--- src/rtl/falafel_header_lsu_pkg.sv ---
// Shared types for the allocator header channel and the header LSU.
// Holds the request/response structs, the LSU op codes, LSU states and the per-beat access plan.
package falafel_header_lsu_pkg;

    localparam int unsigned WORD_SIZE = 8;
    localparam logic [63:0] BLOCK_NEXT_ADDR_OFFSET = 64'd8;

    typedef enum logic [2:0] {
        LSU_OP_LOCK         = 3'd0,
        LSU_OP_UNLOCK       = 3'd1,
        LSU_OP_LOAD         = 3'd2,
        LSU_OP_UPDATE       = 3'd3,
        LSU_OP_ALLOC_INSERT = 3'd4,
        LSU_OP_FREE_INSERT  = 3'd5,
        LSU_OP_DELETE       = 3'd6
    } req_lsu_op_e;

    typedef struct packed {
        logic [63:0] addr;
        logic [63:0] size;
        logic [63:0] next_addr;
    } header_t;

    typedef struct packed {
        logic        val;
        req_lsu_op_e lsu_op;
        header_t     header;
    } header_req_t;

    typedef struct packed {
        logic    val;
        header_t header;
    } header_rsp_t;

    typedef enum logic [2:0] {
        LSU_IDLE,
        LSU_ISSUE,
        LSU_WAIT,
        LSU_RSP
`ifdef FALAFEL_LSU_LOCK_BACKOFF_EN
        , LSU_BACKOFF
`endif
    } lsu_state_e;

    typedef struct packed {
        logic [63:0] addr;
        logic [63:0] wdata;
        logic        we;
        logic        amo;
    } mem_access_t;

    // Number of memory beats an op needs; 0 marks an op with no memory access.
    function automatic logic [1:0] op_beats(req_lsu_op_e op);
        case (op)
            LSU_OP_LOAD, LSU_OP_UPDATE, LSU_OP_FREE_INSERT:                  return 2'd2;
            LSU_OP_LOCK, LSU_OP_UNLOCK, LSU_OP_ALLOC_INSERT, LSU_OP_DELETE:  return 2'd1;
            default:                                                         return 2'd0;
        endcase
    endfunction

    // Memory access for a given op and beat; next_addr lives one word above the size field.
    function automatic mem_access_t plan_access(req_lsu_op_e op, logic beat, header_t hdr,
                                                logic [63:0] lock_addr);
        mem_access_t acc;
        logic [63:0] next_field;
        next_field = hdr.addr + BLOCK_NEXT_ADDR_OFFSET;
        acc = '0;
        case (op)
            LSU_OP_LOCK: begin
                acc.addr  = lock_addr;
                acc.wdata = 64'd1;
                acc.amo   = 1'b1;
            end
            LSU_OP_UNLOCK: begin
                acc.addr = lock_addr;
                acc.we   = 1'b1;
            end
            LSU_OP_LOAD: begin
                acc.addr = beat ? next_field : hdr.addr;
            end
            LSU_OP_UPDATE: begin
                acc.addr  = beat ? next_field : hdr.addr;
                acc.wdata = beat ? hdr.next_addr : hdr.size;
                acc.we    = 1'b1;
            end
            LSU_OP_ALLOC_INSERT: begin
                acc.addr  = hdr.addr;
                acc.wdata = hdr.size;
                acc.we    = 1'b1;
            end
            LSU_OP_FREE_INSERT: begin
                acc.addr  = beat ? hdr.addr : next_field;
                acc.wdata = beat ? hdr.size : hdr.next_addr;
                acc.we    = 1'b1;
            end
            LSU_OP_DELETE: begin
                acc.addr  = next_field;
                acc.wdata = hdr.next_addr;
                acc.we    = 1'b1;
            end
            default: acc = '0;
        endcase
        return acc;
    endfunction

endpackage

--- src/rtl/falafel_lsu_backoff.sv ---
// Load/count-down timer: done is high once the loaded count has drained to zero.
module falafel_lsu_backoff #(
    parameter int unsigned WIDTH = 32
) (
    input  logic             clk,
    input  logic             srst,
    input  logic             load,
    input  logic [WIDTH-1:0] load_value,
    output logic             done
);

    logic [WIDTH-1:0] count_reg;

    always_ff @(posedge clk) begin
        if (srst) begin
            count_reg <= '0;
        end else if (load) begin
            count_reg <= load_value;
        end else if (count_reg != '0) begin
            count_reg <= count_reg - 1'b1;
        end
    end

    assign done = (count_reg == '0);

endmodule

--- src/rtl/falafel_header_lsu.sv ---
// Header LSU: turns one header request into sequential 64-bit word accesses and one response.
// Optional FALAFEL_LSU_LOCK_BACKOFF_EN inserts a BACKOFF_CYCLES idle gap after each failed LOCK swap.
module falafel_header_lsu
    import falafel_header_lsu_pkg::*;
#(
    parameter logic [63:0] LOCK_ADDR      = 64'h0,
    parameter int unsigned BACKOFF_CYCLES = 16
) (
    input  logic         clk_i,
    input  logic         rst_i,
    input  header_req_t  req_i,
    output logic         req_ready_o,
    output header_rsp_t  rsp_o,
    input  logic         rsp_ready_i,
    output logic         mem_req_o,
    input  logic         mem_gnt_i,
    output logic         mem_we_o,
    output logic         mem_amo_o,
    output logic [63:0]  mem_addr_o,
    output logic [63:0]  mem_wdata_o,
    input  logic         mem_rvalid_i,
    input  logic [63:0]  mem_rdata_i
);

    lsu_state_e  state_reg, state_next;
    req_lsu_op_e op_reg, op_next;
    header_t     hdr_reg, hdr_next;
    logic        beat_reg, beat_next;
    mem_access_t acc;

`ifdef FALAFEL_LSU_LOCK_BACKOFF_EN
    logic backoff_load;
    logic backoff_done;

    falafel_lsu_backoff #(.WIDTH(32)) u_backoff (
        .clk        (clk_i),
        .srst       (rst_i),
        .load       (backoff_load),
        .load_value (32'(BACKOFF_CYCLES - 1)),
        .done       (backoff_done)
    );
`else
    logic unused_backoff_cfg;
    assign unused_backoff_cfg = (BACKOFF_CYCLES != 0);
`endif

    always_ff @(posedge clk_i) begin
        if (rst_i) begin
            state_reg <= LSU_IDLE;
            op_reg    <= LSU_OP_LOCK;
            hdr_reg   <= '0;
            beat_reg  <= 1'b0;
        end else begin
            state_reg <= state_next;
            op_reg    <= op_next;
            hdr_reg   <= hdr_next;
            beat_reg  <= beat_next;
        end
    end

    always_comb begin
        state_next  = state_reg;
        op_next     = op_reg;
        hdr_next    = hdr_reg;
        beat_next   = beat_reg;
        acc         = plan_access(op_reg, beat_reg, hdr_reg, LOCK_ADDR);
        req_ready_o = 1'b0;
        rsp_o       = '0;
        mem_req_o   = 1'b0;
        mem_we_o    = 1'b0;
        mem_amo_o   = 1'b0;
        mem_addr_o  = '0;
        mem_wdata_o = '0;
`ifdef FALAFEL_LSU_LOCK_BACKOFF_EN
        backoff_load = 1'b0;
`endif
        case (state_reg)
            LSU_IDLE: begin
                // Held low while reset is asserted so nothing is accepted in the reset cycle.
                req_ready_o = !rst_i;
                if (req_i.val && !rst_i) begin
                    op_next    = req_i.lsu_op;
                    hdr_next   = req_i.header;
                    beat_next  = 1'b0;
                    state_next = (op_beats(req_i.lsu_op) == 2'd0) ? LSU_RSP : LSU_ISSUE;
                end
            end
            LSU_ISSUE: begin
                mem_req_o   = 1'b1;
                mem_we_o    = acc.we;
                mem_amo_o   = acc.amo;
                mem_addr_o  = acc.addr;
                mem_wdata_o = acc.wdata;
                if (mem_gnt_i) begin
                    state_next = LSU_WAIT;
                end
            end
            LSU_WAIT: begin
                if (mem_rvalid_i) begin
                    if (op_reg == LSU_OP_LOAD) begin
                        if (beat_reg) begin
                            hdr_next.next_addr = mem_rdata_i;
                        end else begin
                            hdr_next.size = mem_rdata_i;
                        end
                    end
                    if (op_reg == LSU_OP_LOCK && mem_rdata_i != '0) begin
`ifdef FALAFEL_LSU_LOCK_BACKOFF_EN
                        if (BACKOFF_CYCLES != 0) begin
                            backoff_load = 1'b1;
                            state_next   = LSU_BACKOFF;
                        end else begin
                            state_next = LSU_ISSUE;
                        end
`else
                        state_next = LSU_ISSUE;
`endif
                    end else if (!beat_reg && op_beats(op_reg) == 2'd2) begin
                        beat_next  = 1'b1;
                        state_next = LSU_ISSUE;
                    end else begin
                        state_next = LSU_RSP;
                    end
                end
            end
`ifdef FALAFEL_LSU_LOCK_BACKOFF_EN
            LSU_BACKOFF: begin
                if (backoff_done) begin
                    state_next = LSU_ISSUE;
                end
            end
`endif
            LSU_RSP: begin
                rsp_o.val    = 1'b1;
                rsp_o.header = hdr_reg;
                if (rsp_ready_i) begin
                    state_next = LSU_IDLE;
                end
            end
            default: state_next = LSU_IDLE;
        endcase
    end

endmodule
--- config.mk ---
export PLATFORM = sky130hd
export DESIGN_NAME = falafel_header_lsu
export DESIGN_NICKNAME = d
export VERILOG_FILES = /design/src/rtl/falafel_header_lsu_pkg.sv /design/src/rtl/falafel_lsu_backoff.sv /design/src/rtl/falafel_header_lsu.sv
export SDC_FILE = /design/constraint.sdc
export NUM_CORES = 1
export LEC_CHECK = 0
export ABC_CLOCK_PERIOD_IN_PS = 2900
export BUFFER_PORTS_ARGS = -buffer_cell sky130_fd_sc_hd__buf_4
export CORE_AREA = 3 3 230 232
export CTS_CLUSTER_DIAMETER = 50
export DETAILED_ROUTE_END_ITERATION = 8
export DIE_AREA = 0 0 233 235
export SLEW_MARGIN = 25
export SYNTH_ARGS = -nofsm -noshare
export SYNTH_HDL_FRONTEND = slang
export SYNTH_SLANG_ARGS = --single-unit
--- constraint.sdc ---
create_clock -name clk_i -period 2.9 [get_ports clk_i]
set_clock_uncertainty 0.2 [all_clocks]
set_input_delay 0.145 -clock clk_i [delete_from_list [all_inputs] [get_ports clk_i]]
set_output_delay 0.145 -clock clk_i [all_outputs]
set_load 0.01 [all_outputs]
==> impl_metrics.json <==
{
  "outcome": "finished, violations left",
  "violations": "setup timing",
  "maxSlewHeadroom_pct": 32.4,
  "nets": 2906,
  "critPathKind": "flip-flop to output port",
  "fin_crit_ns": 2.94,
  "die_w_um": 233,
  "worstMarginPinSlew_ns": 1.01,
  "setup_tns_ns": -0.0842,
  "final_common_cell": "buf_4",
  "max_cap_viol_count": 0,
  "finalHoldViolCount": 0,
  "io_pins": 590,
  "clkPwrFrac_pct": 29.6,
  "synth_area_per_cell_um2": 7.24,
  "setup_violations": 3,
  "synth_xor_xnor_area_share_pct": 0.0688,
  "intPower_mw": 5.63,
  "p_sw_mw": 2.99,
  "synth_area_um2": 12700,
  "cts.sinks": 198,
  "first_iter_violations": 1455,
  "seq_area_frac_synth_pct": 31.1,
  "rows": 83,
  "post-route-util_pct": 44.8,
  "grt_pass1_vias": 17700,
  "synthesis.nets": 2024,
  "grt_setup_unrepaired": "true",
  "place_hpwl_um": 49700,
  "synth-compound-area-share_pct": 27.0,
  "dieHeight_um": 235,
  "leakage_nw": 10.1,
  "setup_ws_ns": -0.0444,
  "drive_gt1_share_pct": 32.9,
  "cts.reportedPaths.clkPinSlew_ns": 0.07,
  "seq_power_share_pct": 38.8,
  "slew_violations": 0,
  "ys_dominant_reg_cell": "dfxtp_1",
  "max_freq_ghz": 0.340,
  "via_count": 17900,
  "stdcell_area_um2": 23000,
  "grt_antenna_before_repair": 2,
  "critPathCaptureType": "output port",
  "mostFrequentLayoutCells": "buf_4 (684), dlygate4sd3_1 (326), nor2_1 (220)",
  "total_power_mw": 8.62,
  "synthAdderAreaFrac_pct": 0.0983,
  "required_ns": 2.56,
  "port_buffers": 589,
  "cts_made_buffers": 17,
  "grt_max_degree": 202,
  "first_pass_iters": 5,
  "largest_reg_flops": 192,
  "grt_first_pass_wirelength_um": 106000,
  "cts_root_buffer": "clkbuf_16",
  "clock_latency_ns": 0.51,
  "p_sw_share_pct": 34.7,
  "min_path_type": "primary input to flip-flop",
  "synth_enable_flop_cells": 0,
  "crit_fanout": 8,
  "drc": 0,
  "yosys.area_share.simple_pct": 35.1,
  "grt_usage_pct": 24.9,
  "htreeDepth": 4,
  "ys_ff_latch": 198,
  "yosys.cell_types.count": 67,
  "period_share_pct": 102,
  "p_per_area_nw_per_um2": 376,
  "pwr-share-comb_pct": 31.6,
  "placed_cell_area_um2": 18200,
  "overflow": 0,
  "antenna_left": 0,
  "coreArea_um2": 51200,
  "syn_to_final_growth_pct": 80.4,
  "clock_path_buffers": 2,
  "arrival_ns": 2.60,
  "initial_core_util_pct": 24.9,
  "routed_wl_um": 72000,
  "synthArstFlopShare_pct": 0,
  "wl_per_cell_um": 21.6,
  "fillers": 4992,
  "ys.warnings.count": 0,
  "crit_path_start_kind": "flip-flop",
  "viasPerCell": 5.36,
  "syn_inst": 1758,
  "die-area_um2": 54800,
  "gp_congestion": 0.931,
  "synthMuxAreaShare_pct": 0.315,
  "synth_top_family_by_area": "simple AND/OR/NAND/NOR gates",
  "tritoncts": "yes",
  "ir_drop_uv": 494
}
[cells by family after synthesis]
kind of cell	after synthesis
mux	4
fa+ha+maj	1
compound gates	531
simple gates	824
buf+inv	199
flops	198
xor+xnor	1
[metal layers]
| layer | track usage, % | wire (um) | vias to the layer above |
|---|---|---|---|
| li1 | - | - | 8193 |
| met1 | 29.3 | 27900 | 8532 |
| met2 | 43.5 | 35500 | 938 |
| met3 | 5.36 | 5250 | 194 |
| met4 | 10.5 | 3240 | 2 |
| met5 | 0 | 11 | - |
[critical path, stage by stage, from the launching register on]
cell	delay, ns
dfxtp_1	0.35
buf_4	0.15
nand3_1	0.17
nor4_4	0.20
buf_4	0.17
nand4_1	0.11
buf_6	0.18
or4_1	0.40
o211ai_1	0.16
buf_4	0.19
[power groups by stage]
| stage | Clock, mW | Combinational [mW] | Sequential [mW] |
|---|---|---|---|
| 6_report | 2.55 | 2.73 | 3.35 |
| 5_1_grt | 2.71 | 2.94 | 3.39 |
| 4_1_cts | 2.61 | 2.65 | 3.33 |
| 3_5_place_dp | 0 | 2.09 | 3.38 |
| 3_3_place_gp | 0 | 2.07 | 3.36 |
| 2_1_floorplan | 0 | 1.13 | 3.28 |
[area by class of cell]
cell class / count / area (um^2) / area share (%)
timing repair buffer: 1044 / 8970 / 39.1
multi-input combinational: 1362 / 8420 / 36.7
sequential: 198 / 4060 / 17.7
tap: 680 / 851 / 3.71
clock buffer: 20 / 457 / 1.99
clock inverter: 12 / 134 / 0.583
inverter: 17 / 63.8 / 0.278
antenna: 2 / 5.00 / 0.0218
[Yosys cell counts (35+ instances only)]
master	n	area, um^2
clkbuf_1	148	556
a22oi_1	65	488
and3_1	198	1240
o21ai_0	71	355
dfxtp_1	198	3960
a21oi_1	159	796
nand2b_1	54	338
nand2_1	110	413
nand3_1	35	175
and2_1	69	432
a211oi_1	132	991
nor2_1	225	845
[final timing paths]
kind                      from              to  slack (ns)  cells past startpoint
hold / removal           rst_i       op_reg[2]        0.05                      5
hold reg to reg   hdr_reg[130]    hdr_reg[130]        0.29                      2
setup reg to reg  state_reg[1]     hdr_reg[68]        0.09                      6
setup / recovery  hdr_reg[154]  mem_addr_o[59]       -0.04                      9
[repair_timing]
action,4_1_cts,5_1_grt
pin swaps,19,23
gates resized for setup,71,69
endpoints found under the hold margin,197,0
setup buffers,23,14
endpoints found under the setup margin,110,151
cloned,1,2
hold buffers,326,0
[through the flow]
stage	std cells	worst slack [ns]	hold WS [ns]
detailed placement	2935	0.174	0.142
finish	3335	-0.0444	0.0521
CTS	3317	-0.0433	0.0311
global placement	2934	0.225	0.145
global route	3333	-0.120	0.0720
floorplan	1758	0.517	0.0535
No activity file was read; power rests on OpenSTA's default activity.
